**src/rtl/trace_uart.sv**
```systemverilog
// trace_uart: watches the Hack CPU debug bus, queues PC-change and
// data-memory-write events in a small FIFO and streams each one as an ASCII
// hex line ("Pxxxx\r\n", "Waaaa=dddd\r\n") over an 8N1 UART on txp.
// Events that arrive while the FIFO is full are dropped and counted; the CPU
// is never stalled.
//
// Formatter FSM
//   state  | meaning
//   S_IDLE | no record latched; pops the FIFO head when one is available
//   S_LOAD | record latched, first byte waiting for the UART
//   S_SEND | handing the remaining bytes of the record to the UART
module trace_uart #(
  parameter int CLK_FREQ   = 27_000_000,
  parameter int BAUD       = 115_200,
  parameter int FIFO_DEPTH = 16
) (
  input  logic                          clk,
  input  logic                          reset,
  input  logic [1:0]                    mode,
  input  logic [15:0]                   trace_pc,
  input  logic [15:0]                   trace_addr,
  input  logic [15:0]                   trace_data,
  input  logic                          trace_we,
  output logic                          txp,
  output logic                          busy,
  output logic                          overflow,
  output logic [7:0]                    dropped_cnt,
  output logic [$clog2(FIFO_DEPTH):0]   fifo_level
);

  localparam int DIV = (CLK_FREQ + BAUD / 2) / BAUD;
  localparam int AW  = $clog2(FIFO_DEPTH);
  localparam int CW  = (DIV > 2) ? $clog2(DIV) : 1;
  localparam int EW  = 50;

  localparam logic [CW-1:0] DIV_M1   = CW'(DIV - 1);
  localparam logic [AW:0]   FULL_LVL = (AW + 1)'(FIFO_DEPTH);

  typedef enum logic [1:0] {
    S_IDLE,
    S_LOAD,
    S_SEND
  } state_t;

  // ---------------------------------------------------------------------
  // Event detection
  // ---------------------------------------------------------------------
  logic [15:0] last_pc;
  logic        p_ev;
  logic        w_ev;
  logic        ev;

  assign p_ev = mode[0] & (trace_pc != last_pc);
  assign w_ev = mode[1] & trace_we;
  assign ev   = p_ev | w_ev;

  // Previous PC tracked unconditionally so enabling PC capture later does
  // not fire on a stale comparison.
  always_ff @(posedge clk or negedge reset) begin
    if (!reset) begin
      last_pc <= 16'hFFFF;
    end else begin
      last_pc <= trace_pc;
    end
  end

  // ---------------------------------------------------------------------
  // Event FIFO
  // ---------------------------------------------------------------------
  logic [EW-1:0] mem [FIFO_DEPTH];
  logic [AW-1:0] wr_ptr;
  logic [AW-1:0] rd_ptr;
  logic [AW:0]   level;
  logic          full;
  logic          empty;
  logic          push;
  logic          pop;
  logic          drop;
  logic [EW-1:0] head;

  assign full  = (level == FULL_LVL);
  assign empty = (level == '0);
  // A full FIFO still accepts a push in the cycle the formatter pops.
  assign push  = ev & (~full | pop);
  assign drop  = ev & full & ~pop;
  assign head  = mem[rd_ptr];

  // Entry storage; contents are only meaningful between the pointers, so
  // no reset is needed.
  always_ff @(posedge clk) begin
    if (push) begin
      mem[wr_ptr] <= {p_ev, w_ev, trace_pc, trace_addr, trace_data};
    end
  end

  // Pointers and occupancy.
  always_ff @(posedge clk or negedge reset) begin
    if (!reset) begin
      wr_ptr <= '0;
      rd_ptr <= '0;
      level  <= '0;
    end else begin
      if (push) begin
        wr_ptr <= wr_ptr + 1'b1;
      end
      if (pop) begin
        rd_ptr <= rd_ptr + 1'b1;
      end
      case ({push, pop})
        2'b10:   level <= level + 1'b1;
        2'b01:   level <= level - 1'b1;
        default: level <= level;
      endcase
    end
  end

  // Loss accounting: sticky flag plus saturating counter.
  always_ff @(posedge clk or negedge reset) begin
    if (!reset) begin
      overflow    <= 1'b0;
      dropped_cnt <= 8'd0;
    end else if (drop) begin
      overflow <= 1'b1;
      if (dropped_cnt != 8'hFF) begin
        dropped_cnt <= dropped_cnt + 8'd1;
      end
    end
  end

  assign fifo_level = level;

  // ---------------------------------------------------------------------
  // UART transmitter
  // ---------------------------------------------------------------------
  logic          tx_start;
  logic [7:0]    tx_byte;
  logic          tx_active;
  logic [3:0]    tx_bits;
  logic [CW-1:0] tx_cnt;
  logic [8:0]    tx_shift;
  logic          tx_last;
  logic          tx_ready;

  // tx_last marks the final clock of the stop bit; accepting a new byte
  // there makes bytes within a record back-to-back.
  assign tx_last  = tx_active & (tx_cnt == '0) & (tx_bits == 4'd0);
  assign tx_ready = ~tx_active | tx_last;

  // Bit serialiser: start bit, 8 data bits LSB first, stop bit, DIV clocks each.
  always_ff @(posedge clk or negedge reset) begin
    if (!reset) begin
      txp       <= 1'b1;
      tx_active <= 1'b0;
      tx_bits   <= 4'd0;
      tx_cnt    <= '0;
      tx_shift  <= '0;
    end else if (tx_start) begin
      txp       <= 1'b0;
      tx_shift  <= {1'b1, tx_byte};
      tx_bits   <= 4'd9;
      tx_cnt    <= DIV_M1;
      tx_active <= 1'b1;
    end else if (tx_active) begin
      if (tx_cnt == '0) begin
        if (tx_bits == 4'd0) begin
          tx_active <= 1'b0;
          txp       <= 1'b1;
        end else begin
          txp      <= tx_shift[0];
          tx_shift <= {1'b0, tx_shift[8:1]};
          tx_bits  <= tx_bits - 4'd1;
          tx_cnt   <= DIV_M1;
        end
      end else begin
        tx_cnt <= tx_cnt - 1'b1;
      end
    end
  end

  // ---------------------------------------------------------------------
  // Record formatter
  // ---------------------------------------------------------------------
  state_t      state;
  state_t      state_nx;
  logic [4:0]  idx;
  logic [4:0]  idx_nx;
  logic        rec_p;
  logic        rec_w;
  logic [15:0] rec_pc;
  logic [15:0] rec_addr;
  logic [15:0] rec_data;
  logic [4:0]  rec_len;
  logic [4:0]  pos;
  logic        in_w;

  function automatic logic [7:0] hex_char(input logic [3:0] nib);
    hex_char = (nib < 4'd10) ? (8'h30 + {4'h0, nib}) : (8'h37 + {4'h0, nib});
  endfunction

  assign rec_len = (rec_p ? 5'd7 : 5'd0) + (rec_w ? 5'd12 : 5'd0);

  // State, byte index and latched record.
  always_ff @(posedge clk or negedge reset) begin
    if (!reset) begin
      state    <= S_IDLE;
      idx      <= 5'd0;
      rec_p    <= 1'b0;
      rec_w    <= 1'b0;
      rec_pc   <= 16'd0;
      rec_addr <= 16'd0;
      rec_data <= 16'd0;
    end else begin
      state <= state_nx;
      idx   <= idx_nx;
      if (pop) begin
        {rec_p, rec_w, rec_pc, rec_addr, rec_data} <= head;
      end
    end
  end

  // Next state: pop when idle, then feed one byte per UART slot; the P line
  // runs straight into the W line because both share one byte index.
  always_comb begin
    state_nx = state;
    idx_nx   = idx;
    pop      = 1'b0;
    tx_start = 1'b0;
    case (state)
      S_IDLE: begin
        if (!empty) begin
          pop      = 1'b1;
          idx_nx   = 5'd0;
          state_nx = S_LOAD;
        end
      end
      S_LOAD, S_SEND: begin
        if (tx_ready) begin
          tx_start = 1'b1;
          if (idx == rec_len - 5'd1) begin
            idx_nx   = 5'd0;
            state_nx = S_IDLE;
          end else begin
            idx_nx   = idx + 5'd1;
            state_nx = S_SEND;
          end
        end
      end
      default: state_nx = S_IDLE;
    endcase
  end

  // Map the byte index to a position within the P or W line.
  always_comb begin
    in_w = 1'b1;
    pos  = idx;
    if (rec_p && (idx < 5'd7)) begin
      in_w = 1'b0;
    end else if (rec_p) begin
      pos = idx - 5'd7;
    end
  end

  // Character generator for the current byte.
  always_comb begin
    tx_byte = 8'h0A;
    if (!in_w) begin
      case (pos)
        5'd0:    tx_byte = 8'h50;
        5'd1:    tx_byte = hex_char(rec_pc[15:12]);
        5'd2:    tx_byte = hex_char(rec_pc[11:8]);
        5'd3:    tx_byte = hex_char(rec_pc[7:4]);
        5'd4:    tx_byte = hex_char(rec_pc[3:0]);
        5'd5:    tx_byte = 8'h0D;
        default: tx_byte = 8'h0A;
      endcase
    end else begin
      case (pos)
        5'd0:    tx_byte = 8'h57;
        5'd1:    tx_byte = hex_char(rec_addr[15:12]);
        5'd2:    tx_byte = hex_char(rec_addr[11:8]);
        5'd3:    tx_byte = hex_char(rec_addr[7:4]);
        5'd4:    tx_byte = hex_char(rec_addr[3:0]);
        5'd5:    tx_byte = 8'h3D;
        5'd6:    tx_byte = hex_char(rec_data[15:12]);
        5'd7:    tx_byte = hex_char(rec_data[11:8]);
        5'd8:    tx_byte = hex_char(rec_data[7:4]);
        5'd9:    tx_byte = hex_char(rec_data[3:0]);
        5'd10:   tx_byte = 8'h0D;
        default: tx_byte = 8'h0A;
      endcase
    end
  end

  assign busy = ~empty | (state != S_IDLE) | tx_active;

endmodule

```
**config.mk**
```make
export PLATFORM = sky130hd
export DESIGN_NAME = trace_uart
export DESIGN_NICKNAME = d
export VERILOG_FILES = /design/src/rtl/trace_uart.sv
export SDC_FILE = /design/constraint.sdc
export NUM_CORES = 1
export LEC_CHECK = 0
export BUFFER_PORTS_ARGS = -buffer_cell sky130_fd_sc_hd__buf_2
export CAP_MARGIN = 20
export CORE_MARGIN = 2
export CORE_UTILIZATION = 30
export CTS_CLUSTER_DIAMETER = 40
export CTS_CLUSTER_SIZE = 20
export DETAILED_ROUTE_END_ITERATION = 7
export PLACE_DENSITY = 0.56
export SLEW_MARGIN = 20
export SYNTH_ARGS = -nofsm -noshare
export SYNTH_HDL_FRONTEND = slang
export SYNTH_SLANG_ARGS = --single-unit
```
**constraint.sdc**
```tcl
create_clock -name clk -period 5.32 [get_ports clk]
set_input_delay 1.064 -clock clk [delete_from_list [all_inputs] [get_ports clk]]
set_output_delay 1.064 -clock clk [all_outputs]
set_load 0.02 [all_outputs]
```
**After elaboration in Yosys (flattened, before gate mapping)**

Memories as Yosys holds them, arrays and structs flattened. A register that Yosys moved wholly into a read port is not among the register bits.
Cells that the tools add are included.

- Bits in writable memories: 800
- Input bits: 53
- Logic and storage cells: 173
- Bits in registers: 68
- Output and inout bits: 16
- Memories: 1

- $lt $le $gt $ge: 13
- Bitwise logic cells: 16
- Reductions and logical operators: 19
- Mux-type cells: 54
- Eq/ne operators: 22
- Add/sub/neg operators: 35

Memory list:

| name | words | width | rd ports | clocked after memory_dff | wr ports | line | source |
|---|---|---|---|---|---|---|---|
| mem | 16 | 50 | 1 | 1 | 1 | 70 | `logic [EW-1:0] mem [FIFO_DEPTH];` |

Operator list:

| operator | number |
|---|---|
| 6-bit by 4-bit adder with 7-bit output (first input constant) | 24 |
| 7-bit 2-to-1 mux | 12 |
| 7-bit case mux with 11 select lines | 1 |
| 4-bit < comparator (second input constant) | 12 |
| 7-bit case mux with 6 select lines | 1 |
| 8-bit 2-to-1 mux | 5 |
| 9-bit 2-to-1 mux | 4 |
| 5-bit 2-to-1 mux | 5 |
| 5-bit by 3-bit == test with 1-bit output (second input constant) | 4 |
| 4-bit 2-to-1 mux | 5 |
| 5-bit case mux with 2 select lines | 2 |
| 16-bit != test | 1 |
| 5-bit by 4-bit == test with 1-bit output (second input constant) | 3 |
| 1-bit 2-to-1 mux | 14 |
| 5-bit by 1-bit adder with 5-bit output (second input constant) | 2 |
| 5-bit by 2-bit == test with 1-bit output (second input constant) | 2 |
| 5-bit zero test | 2 |
| 2-bit nonzero test | 5 |
| 5-bit by 1-bit subtractor with 5-bit output (second input constant) | 2 |
| 4-bit by 1-bit adder with 4-bit output (second input constant) | 2 |
| 8-bit by 1-bit adder with 8-bit output (second input constant) | 1 |
| 8-bit zero test | 1 |
| 8-bit != test (second input constant) | 1 |
| 2-bit AND reduction | 4 |
| 24 further kinds | 44 |

**Longest topological paths before layout**

Gate-level depths: netlist of the first run.

- Depth in word-level cells: 8
- Mapped depth: 13
- Mapped depth without buffers: 13

**Worst setup path before layout of the first run**

Ideal clock, no wire load.

- Kind: input -> register
- Start point: input port trace_pc[2]
- End point: memory mem[3][0] (enable)
- Path slack: -0.982 ns
- Stages: 7
- Arrival time: 5.783 ns
- Required time: 4.801 ns
- Cells stage by stage: xnor2_1 -> nand4_1 -> o41a_1 -> nor2_1 -> nor2_1 -> nand2_1 -> nor3_1

- Cells in the longest elaborated chain, start to end: 6

RTL lines:

| what | line | source |
|---|---|---|
| from (decl) | 20 | `input logic [15:0] trace_pc,` |
| 16-bit != test | 53 | `assign p_ev = mode[0] & (trace_pc != last_pc);` |
| 1-bit AND | 53 |  |
| named net p_ev | 49 | `logic p_ev;` |
| 1-bit OR | 55 | `assign ev = p_ev \| w_ev;` |
| 1-bit AND | 84 | `assign push = ev & (~full \| pop);` |
| 1-bit 2-to-1 mux | 91 | `if (push) begin` |
| 1-bit 2-to-1 mux (not written as such) | 92 | `mem[wr_ptr] <= {p_ev, w_ev, trace_pc, trace_addr, trace_data};` |
| to (decl) | 70 |  |

The timed path passes the listed nets, and every way through them passes these cells.

**Worst setup path in the final report of the first run**

- Start point: input port trace_pc[6]
- End point: register level[4] (netlist: fifo_level[4])

- Cells in the longest elaborated chain, start to end: 6
- Elaborated cells between the ends (all ways): 8

RTL lines:

| what | line | source |
|---|---|---|
| 16-bit != test * | 53 |  |
| 1-bit AND * | 53 |  |
| named net p_ev | 49 |  |
| 1-bit OR * | 55 |  |
| 1-bit AND * | 84 |  |
| 2-bit by 1-bit == test with 1-bit output / 2-bit == test (equally long branches) | 109 | `case ({push, pop})` |
| 5-bit case mux with 2 select lines / 2-bit nonzero test (equally long branches) | -- |  |
| to (signal assigned) | 110 | `2'b10: level <= level + 1'b1;` |
| to (signal assigned) | 111 | `2'b01: level <= level - 1'b1;` |
| to (signal assigned) | 112 | `default: level <= level;` |
| to (decl) | 73 | `logic [AW:0] level;` |

The timed path passes the listed nets; every way through them passes the cells marked *.
A chain may end at the register's enable or synchronous reset.

==> flow_summary.json, run 1 <==
{
  "status": "finished clean",
  "synth.top_cell.area_share": 0.646,
  "grt_pass1_vias": 19425,
  "h-tree-depth": 4,
  "yosys_warnings": 0,
  "setup_viol": 0,
  "finalCritPeriodShare": 0.707,
  "reg2reg_setup_slack_ns": 1.72,
  "row_count": 129,
  "cp.arrival_ns": 4.40,
  "max_stage_delay_ns": 0.63,
  "cts_tree": "yes",
  "grt_overflow": 0,
  "rsz0062_at_grt": "no",
  "cp_top_family": "simple AND/OR/NAND/NOR gates",
  "p_total_w": 0.0264,
  "postCtsResizedCells": 0,
  "ctsHoldBuffers": 0,
  "start_util": 0.302,
  "hold_viol_final": 0,
  "synth_seq_cells": 918,
  "num_io_pins": 69,
  "clock-sinks": 918,
  "synth-async-reset-ratio": 0.129,
  "syn_nets": 1935,
  "synth-simple-area-share": 0.0304,
  "post_cts_buffers": 0,
  "cap_violations": 0,
  "core_um2": 123000,
  "path_common_cell": "xnor2_1",
  "syn_inst": 1854,
  "drcViolationCount": 0,
  "ant_nets": 0,
  "ir_drop_mv": 0.482,
  "drt_iter0_drc": 1747,
  "r2r_end": "fifo_level[4]",
  "period_needed_ns": 3.76,
  "critPathRequiredTime_ns": 5.96,
  "fmax_mhz": 266,
  "holdWs_ns": 0.423,
  "clockRootBuffer": "clkbuf_16",
  "grt_first_pass_wirelength_um": 131000,
  "gp_congestion": 0.844,
  "grt_usage": 0.140,
  "crit_path_start": "trace_pc[6]",
  "port_buffers": 68,
  "cp_max_fo": 18,
  "synth-edff-count": 800,
  "avgSynthCellArea_um2": 20.1,
  "antenna_found_initial": 10,
  "crit_type": "input pin to flop",
  "slew_violations": 0,
  "synth_fa_ha_area_frac": 0.00962,
  "vias": 18668,
  "die_area_um2": 127000,
  "drtPass1Iterations": 8,
  "worst_slew_pin_slew_ns": 0.868,
  "grt_max_degree": 98,
  "worstSkewPairLatency_ns": 0.74,
  "fin_ws_ns": 1.56,
  "area_growth_pct": 20.1,
  "crit_end": "fifo_level[4]",
  "reg2reg_depth": 13,
  "cts_buffers": 131,
  "leakage_nw": 14.7,
  "drt_wl_total_um": 88700,
  "dp_slack_ns": 0.822,
  "cp.depth": 14,
  "dpl.hpwl_um": 54900,
  "synthMuxAreaShare": 0.170,
  "yosysSeqAreaShare": 0.726,
  "syn_area_um2": 37200,
  "worst_clock_skew_ns": 0.0615,
  "synth_ff_type": "edfxtp_1",
  "timing.rr.start": "last_pc[0]",
  "post_drt_via_cell_ratio": 4.95,
  "crit_chain": "buf_2 > xnor2_1 > nand4_1 > o41a_1 > or2_1 > nor2_1 > inv_1 > fa_1 > nor2b_1 > o21ai_0 > nand2b_1 > nor3_1 > a31oi_1 > xnor2_1",
  "wl_per_cell_um": 23.5,
  "power_per_cell_area_nw_per_um2": 591,
  "fp.dieH_um": 356,
  "relSlewSlack": 0.406,
  "synth_compound_area_frac": 0.0367,
  "end_kind": "flop",
  "nets": 2106,
  "start_kind": "input pin",
  "synth_top_family_by_area": "multiplexers",
  "die-width_um": 356,
  "crit_buf_inv": 2,
  "yosys.area.top_type": "edfxtp_1",
  "synth_cell_types": 88,
  "path_clk_slew_ns": 0.04,
  "synth_xor_area_frac": 0.0118,
  "setup-tns-final_ns": 0,
  "hp-class": "input pin to asynchronous set/reset pin",
  "layout-drive-gt1-share": 0.335,
  "slowest_stage": "o41a_1",
  "clk_path_buf_depth": 3,
  "synth_area_leaders": "edfxtp_1 65%, mux4_2 15%, dfrtp_1 6.8%"
}
## cells in the mapped netlist, drive strengths merged, types with 4 or more instances
cell,count
a311oi,4
a21boi,5
ha,27
nand4,14
edfxtp,800
o31ai,5
nor2,71
a21oi,45
a2111oi,5
o22ai,12
and2,8
nand2b,5
or2,4
inv,41
o21ai,51
mux4,250
and4,4
nand3,20
mux2i,5
xnor2,46
nor3b,6
dfrtp,101
mux2,56
xor2,4
nand2,44
nor3,18
and3,6
a22o,4
a21o,5
a22oi,5
dfstp,17
clkbuf,34
a31oi,9
nor2b,9
buf,52
## routing by layer
layer / vias up / GRT usage / wire [um]
li1: 8036 / - / -
met1: 9934 / 0.194 / 39400
met2: 530 / 0.226 / 42700
met3: 160 / 0.0247 / 4640
met4: 8 / 0.0433 / 1990
met5: - / 0 / 58
## state kept, by name, summed over array words and instances (netlist names), 2 cells and up
register	cells
idx	5
tx_cnt	8
rd_ptr	4
rec_addr	16
rec_pc	16
fifo_level	5
state	2
dropped_cnt	8
wr_ptr	4
tx_bits	4
mem	800
rec_data	16
last_pc	16
tx_shift	9
## power breakdown
part / total [W] / internal [W] / switching, W / leakage [nW]
registers: 0.00994 / 0.00900 / 0.000945 / 8.62
logic: 0.00735 / 0.00347 / 0.00388 / 3.81
clock network: 0.00908 / 0.00555 / 0.00353 / 2.24
## cell families (layout without fill, tap and decap cells)
family                     after synthesis  in the layout
AOI/OAI and AO/OA                      196            196
DFF                                    918            918
and+or+nand+nor                        224            224
other                                    0              1
buffers and inverters                  127            407
adders and majority gates               28             28
xor gates and xnor gates                50             50
muxes                                  311            311
## placed cells by master (no fill, tap or decap), drive strengths merged, types with 16 or more instances in the layout
cell type / netlist / final
xnor2: 46 / 46
nand2: 44 / 44
inv: 41 / 69
dfstp: 17 / 17
o21ai: 51 / 51
ha: 27 / 27
clkbuf: 34 / 148
mux4: 250 / 250
nand3: 20 / 20
mux2: 56 / 56
bufinv: 0 / 16
nor2: 71 / 71
a21oi: 45 / 45
dfrtp: 101 / 101
clkinv: 0 / 34
edfxtp: 800 / 800
buf: 52 / 124
clkinvlp: 0 / 16
nor3: 18 / 18
## worst min path at each step
stage | from | to | slack (ns) | cells after the start
floorplan | tx_shift[8] | tx_shift[8] | 0.45 | 2
global placement | tx_cnt[0] | tx_cnt[0] | 0.47 | 1
detailed placement | tx_cnt[0] | tx_cnt[0] | 0.48 | 1
CTS | reset | overflow | 0.44 | 1
global route | reset | tx_cnt[6] | 0.49 | 1
finish | reset | tx_cnt[6] | 0.42 | 1
## cell type report
cell class	instances	area, um2
Antenna cell	1	2.50
Clock buffer	148	3380
Clock inverter	94	1340
Fill cell	11311	78700
Inverter	41	154
Multi-Input combinational cell	809	9750
Sequential cell	918	27000
Tap cell	1637	2050
Timing Repair Buffer	124	967
## stage by stage
step	instance area, um2	util	cells
CTS	44700	0.362	3771
global route	44700	0.362	3772
global placement	39900	0.324	3529
finish	44700	0.362	3772
detailed placement	39900	0.324	3529
floorplan	37200	-	1854
(Power assumes the default switching activity.)
==> run 2: changes to the inputs <==
--- a/config.mk
+++ b/config.mk
@@ -5,6 +5,7 @@
 export SDC_FILE = /design/constraint.sdc
 export NUM_CORES = 1
 export LEC_CHECK = 0
+export ABC_AREA = 1
 export BUFFER_PORTS_ARGS = -buffer_cell sky130_fd_sc_hd__buf_2
 export CAP_MARGIN = 20
 export CORE_MARGIN = 2
@@ -12,7 +13,7 @@
 export CTS_CLUSTER_DIAMETER = 40
 export CTS_CLUSTER_SIZE = 20
 export DETAILED_ROUTE_END_ITERATION = 7
-export PLACE_DENSITY = 0.56
+export PLACE_DENSITY = 0.54
 export SLEW_MARGIN = 20
 export SYNTH_ARGS = -nofsm -noshare
 export SYNTH_HDL_FRONTEND = slang
==> constraint.sdc (replaced) <==
create_clock -name clk -period 3.9 [get_ports clk]
set_input_delay 0.78 -clock clk [delete_from_list [all_inputs] [get_ports clk]]
set_output_delay 0.78 -clock clk [all_outputs]
set_load 0.02 [all_outputs]
==> run 2 against run 1 <==
Critical path depth decreased by 1. First-iteration DRC count is 37% higher. Global-route usage is 2.9 points higher. Clock skew is 0.0061 ns lower. Utilization fell by 0.20 points. Routed wire length rose by 26%. Combinational power fell by 72%. Synthesized cell count rose by 67%. Sequential cell count unchanged. Critical endpoint is now mem[12][26].
==> flow_summary.json, run 2 <==
{
  "period_needed_ns": 3.20,
  "port_buffers": 68,
  "worst_slew_pin_slew_ns": 0.830,
  "instances_no_fill": 4953,
  "yosys_warnings": 0,
  "leakage_nw": 15.4,
  "grt_overflow": 0,
  "synth_seq_cells": 918,
  "grt_max_degree": 119,
  "seq_area_um2": 27000,
  "drt_wl_total_um": 112000,
  "rsz0062_at_grt": "no",
  "post_drt_via_cell_ratio": 5.11,
  "status": "finished clean",
  "synth_area_leaders": "edfxtp_1 63%, dfrtp_1 6.7%, o21ai_0 6.2%",
  "slowest_stage": "dfstp_2",
  "crit_type": "flop to flop",
  "syn_nets": 3171,
  "path_clk_slew_ns": 0.06,
  "dpl.hpwl_um": 68900,
  "ys_top_cells_by_count": "800 x edfxtp_1, 582 x nor2_1, 465 x o21ai_0, 225 x nand2_1, 169 x clkbuf_1",
  "clock-sinks": 918,
  "post_cts_buffers": 0,
  "synth_ff_type": "edfxtp_1",
  "synth-edff-count": 800,
  "die_area_um2": 129000,
  "synth.top_cell.area_share": 0.635,
  "p_total_w": 0.0254,
  "clk_path_buf_depth": 3,
  "critPathRequiredTime_ns": 4.27,
  "yosys.area.top_type": "edfxtp_1",
  "layout_commonest_cell": "edfxtp_1",
  "max_stage_delay_ns": 0.52,
  "antenna_found_initial": 8,
  "ctsHoldBuffers": 0,
  "fillers": 12007,
  "largest_register": "mem",
  "core_um2": 125000,
  "drt_iter0_drc": 2385,
  "worst_clock_skew_ns": 0.0554,
  "end_kind": "flop",
  "gp_congestion": 0.858,
  "slew_violations": 0,
  "cap_violations": 0,
  "postLayoutCoreUtil": 0.360,
  "drtPass1Iterations": 6,
  "fin_ws_ns": 0.703,
  "avgSynthCellArea_um2": 12.2,
  "layout-drive-gt1-share": 0.142,
  "dp_cells": 4725,
  "num_io_pins": 69,
  "synth.most_common_cell": "edfxtp_1",
  "ant_nets": 0,
  "area_growth_pct": 19.4,
  "relSlewSlack": 0.447,
  "finalCritPeriodShare": 0.820,
  "synth_cell_types": 47,
  "ir_drop_mv": 0.406,
  "fmax_mhz": 313,
  "cts_tree": "yes",
  "grt_usage": 0.169,
  "setup_viol": 0,
  "path_common_cell": "nand2_1",
  "cp_max_fo": 25,
  "yosysSeqAreaShare": 0.714,
  "setup-tns-final_ns": 0,
  "fp.dieH_um": 359,
  "clockRootBuffer": "clkbuf_16",
  "row_count": 130,
  "grt_first_pass_wirelength_um": 164000,
  "dp_slack_ns": 0.291,
  "vias": 25331,
  "syn_area_um2": 37800,
  "wl_per_cell_um": 22.5,
  "multiInputGateArea_um2": 9740,
  "worstSkewPairLatency_ns": 0.73,
  "hp-class": "input pin to asynchronous set/reset pin",
  "cp.arrival_ns": 3.57,
  "start_util": 0.302,
  "crit_chain": "xor2_1 > buf_4 > a21oi_1 > nand2_1 > nor3_1 > nand2_1 > nand2_1 > nand2_1 > nand2_1 > inv_2 > nand2_1 > nor2_4 > buf_4",
  "power_per_cell_area_nw_per_um2": 563,
  "start_kind": "flop",
  "cts_buffers": 119,
  "hold_viol_final": 0,
  "nets": 3277,
  "die-width_um": 359,
  "drcViolationCount": 0,
  "largest_reg_flops": 800,
  "synth-async-reset-ratio": 0.129,
  "grt_pass1_vias": 23920,
  "h-tree-depth": 3,
  "syn_inst": 3090,
  "layout_common_cells": "800 x edfxtp_1, 566 x nor2_1, 465 x o21ai_0, 224 x nand2_1, 146 x o221ai_1",
  "postCtsResizedCells": 0
}
==> run 2: layout make-up <==
cell class                 instances  area share
inverter                         129      0.0111
antenna                            1   0.0000554
sequential                       918       0.598
tap                             1650      0.0457
multi-input combinational       1857       0.216
timing repair buffer             171      0.0362
clock buffer                     133      0.0687
clock inverter                    94      0.0247
==> run 2: logic make-up (layout without fill, tap and decap cells) <==
group | after synthesis | in the layout | synth area share
compound gates | 802 | 802 | 0.127
xor+xnor | 47 | 47 | 0.0109
fa+ha+maj | 28 | 28 | 0.00946
other cells | 0 | 1 | 0
simple gates | 980 | 980 | 0.107
flops | 918 | 918 | 0.714
buf+inv | 315 | 527 | 0.0322
==> run 2: critical path: cells and delay by family, from the launching register on <==
family,cells,cell delay (ns)
AOI/OAI and AO/OA,1,0.04
and+or+nand+nor,8,1.35
xor gates and xnor gates,1,0.14
DFF,1,0.52
buffers and inverters,3,0.76
==> run 2: where the power goes <==
group / internal [W] / total [W] / switching, W
Clock: 0.00673 / 0.0114 / 0.00467
Combinational: 0.000518 / 0.00203 / 0.00151
Sequential: 0.0118 / 0.0120 / 0.000238
==> run 2: stage by stage <==
step	instance area, um2	hold slack [ns]
6_report	45200	0.0833
5_1_grt	45200	0.0894
4_1_cts	45200	0.0527
3_5_place_dp	40900	0.461
3_3_place_gp	40900	0.457
2_1_floorplan	37800	0.444
==> run 2: metal layers <==
layer,part of all wire,track usage,vias up
met5,0,0,-
met4,0.029,0.0539,0
met2,0.46,0.266,857
met3,0.059,0.0251,170
li1,-,-,11596
met1,0.45,0.241,12708
==> run 2: path summary, 6_finish.rpt <==
check / from / endpoint / cells past startpoint / slack (ns)
setup / recovery: last_pc[1] / mem[12][26] / 13 / 0.70
hold / removal: reset / rd_ptr[0] / 1 / 0.08
setup reg to reg: last_pc[1] / mem[12][26] / 13 / 0.70
hold reg to reg: tx_shift[0] / tx_shift[0] / 2 / 0.47
max in group asynchronous: reset / tx_shift[4] / 2 / 2.99
min in group clk: trace_pc[3] / last_pc[3] / 1 / 0.24
==> run 3: changes to the inputs <==
--- a/config.mk
+++ b/config.mk
@@ -13,7 +13,7 @@
 export CTS_CLUSTER_DIAMETER = 40
 export CTS_CLUSTER_SIZE = 20
 export DETAILED_ROUTE_END_ITERATION = 7
-export PLACE_DENSITY = 0.54
+export PLACE_DENSITY = 0.56
 export SLEW_MARGIN = 20
 export SYNTH_ARGS = -nofsm -noshare
 export SYNTH_HDL_FRONTEND = slang
==> constraint.sdc (replaced) <==
create_clock -name clk -period 2.75 [get_ports clk]
set_input_delay 0.55 -clock clk [delete_from_list [all_inputs] [get_ports clk]]
set_output_delay 0.55 -clock clk [all_outputs]
set_load 0.02 [all_outputs]
==> run 3 against run 2 <==
Die area is the same. Worst hold slack got worse by 0.034 ns. Global-route usage rose by 0.095 points. Sequential share of layout area down 0.95 points. First-iteration DRC count up 11%. Critical path depth unchanged. Sequential cell count is the same. Total power rose by 42%. Fmax up 22%. Critical endpoint is now mem[10][33]. Largest cell class unchanged. Largest power group unchanged.
==> flow_summary.json, run 3 (synthesized netlist as in run 2, its figures left out) <==
{
  "leakage_nw": 15.7,
  "timing.rr.start": "last_pc[1]",
  "relSlewSlack": 0.425,
  "cp_max_fo": 25,
  "setup-tns-final_ns": 0,
  "num_io_pins": 69,
  "die-width_um": 359,
  "hp-class": "input pin to flop",
  "end_kind": "flop",
  "largest_reg_flops": 800,
  "slowest_stage": "dfstp_2",
  "ir_drop_mv": 0.563,
  "critPathRequiredTime_ns": 3.11,
  "clock-sinks": 918,
  "seq_power_share": 0.471,
  "layout-drive-gt1-share": 0.159,
  "slew_violations": 0,
  "row_count": 130,
  "wl_per_cell_um": 22.3,
  "max_stage_delay_ns": 0.52,
  "crit_path_start": "last_pc[1]",
  "nets": 3339,
  "core_um2": 125000,
  "path_clk_slew_ns": 0.06,
  "fin_ws_ns": 0.132,
  "reg2reg_setup_slack_ns": 0.13,
  "rsz0062_at_grt": "yes",
  "reg2reg_depth": 13,
  "fmax_mhz": 382,
  "grt_max_degree": 97,
  "grt_pass1_vias": 24886,
  "start_util": 0.302,
  "layout_common_cells": "800 x edfxtp_1, 564 x nor2_1, 464 x o21ai_0, 219 x nand2_1, 146 x o221ai_1",
  "p_sw_w": 0.00892,
  "area_growth_pct": 21.3,
  "clk_path_buf_depth": 3,
  "drcViolationCount": 0,
  "p_sw_frac": 0.247,
  "fp.dieH_um": 359,
  "h-tree-depth": 3,
  "pwr-share-comb": 0.084,
  "post_drt_via_cell_ratio": 5.10,
  "finalCritPeriodShare": 0.952,
  "power_frac_clock": 0.445,
  "grt_usage": 0.170,
  "setup_viol": 0,
  "clockRootBuffer": "clkbuf_16",
  "cts_buffers": 117,
  "port_buffers": 68,
  "dpl.hpwl_um": 70300,
  "holdWs_ns": 0.0489,
  "layout_commonest_cell": "edfxtp_1",
  "gp_congestion": 0.876,
  "dp_slack_ns": -0.255,
  "crit_chain": "xor2_1 > buf_4 > a21oi_1 > nand2_1 > nor3_2 > nand2_1 > nand2_4 > nand2_1 > nand2_2 > inv_2 > nand2_2 > nor2_4 > buf_12",
  "cts_tree": "yes",
  "die_area_um2": 129000,
  "worstSkewPairLatency_ns": 0.73,
  "largest_register": "mem",
  "power_per_cell_area_nw_per_um2": 787,
  "hold_viol_final": 0,
  "vias": 25541,
  "path_common_cell": "nand2_1",
  "worst_slew_pin_slew_ns": 0.857,
  "cp.arrival_ns": 2.98,
  "internal_power_w": 0.0272,
  "ant_nets": 0,
  "grt_first_pass_wirelength_um": 166000,
  "cap_violations": 0,
  "grt_overflow": 0,
  "crit_type": "flop to flop",
  "antenna_found_initial": 10,
  "crit_end": "mem[10][33]",
  "r2r_end": "mem[10][33]",
  "worst_clock_skew_ns": 0.0811,
  "period_needed_ns": 2.62,
  "drtPass1Iterations": 5,
  "drt_iter0_drc": 2659,
  "drt_wl_total_um": 112000,
  "status": "finished clean",
  "start_kind": "flop"
}
run 3: changes by cell type in the layout (fill, tap and decap cells not counted), moves of 5 or more:
cell / before / now
clkinv_4: 15 / 7
clkinv_2: 8 / 17
clkinv_16: 0 / 5
buf_12: 41 / 55
buf_4: 62 / 107
inv_8: 13 / 5
clkinv_1: 4 / 9
nand2_1: 224 / 219
run 3: worst max-delay path, delay by kind of cell (launching register included):
kind,cells,cell delay [ns]
AND/OR/NAND/NOR,8,0.98
AO/OA/AOI/OAI,1,0.05
flip-flops,1,0.52
buffers and inverters,3,0.58
XOR/XNOR,1,0.15
run 3: stage by stage:
stage / utilization / std cells / power (W) / instance area, um2
2_1_floorplan: - / 3090 / 0.0187 / 38000
3_3_place_gp: 0.331 / 4782 / 0.0203 / 41600
3_5_place_dp: 0.331 / 4782 / 0.0203 / 41600
4_1_cts: 0.366 / 5010 / 0.0364 / 45800
5_1_grt: 0.366 / 5011 / 0.0373 / 45900
6_report: 0.366 / 5012 / 0.0361 / 45900
run 3: cell type report:
cell class	instances	area [um2]
clock inverter	94	1160
sequential	918	27000
fill	11956	79500
tap	1650	2060
inverter	129	500
timing repair buffer	235	2340
antenna	1	2.50
clock buffer	128	3030
multi-input combinational	1857	9790
run 3: worst min path at each step:
stage | from | end | slack, ns | cells after the start
global route | trace_pc[12] | last_pc[12] | 0.02 | 1
CTS | trace_pc[12] | last_pc[12] | 0.02 | 1
finish | trace_pc[12] | last_pc[12] | 0.05 | 1
detailed placement | tx_shift[0] | tx_shift[0] | 0.46 | 2
floorplan | reset | dropped_cnt[0] | 0.25 | 0
global placement | tx_shift[0] | tx_shift[0] | 0.46 | 2
run 3: power by group through the flow:
| stage | clock, W | sequential, W | combinational (W) |
|---|---|---|---|
| after floorplan | 0 | 0.0173 | 0.00135 |
| after global placement | 0 | 0.0173 | 0.00297 |
| after detailed placement | 0 | 0.0173 | 0.00299 |
| after CTS | 0.0163 | 0.0170 | 0.00303 |
| after global routing | 0.0169 | 0.0171 | 0.00328 |
| final | 0.0161 | 0.0170 | 0.00302 |
run 3: metal layers:
layer	share of wire	GRT usage	vias up
li1	-	-	11716
met1	0.45	0.240	12700
met2	0.45	0.260	915
met3	0.074	0.0329	200
met4	0.034	0.0633	10
met5	0.00055	0	-
run 3: what timing repair did:
action,in CTS,in global routing
hold buffers,3,0
setup endpoints to repair,39,519
cloned,1,1
hold endpoints to repair,43,0
gates resized for setup,3,10
pin swaps,2,2
buffers inserted,2,0
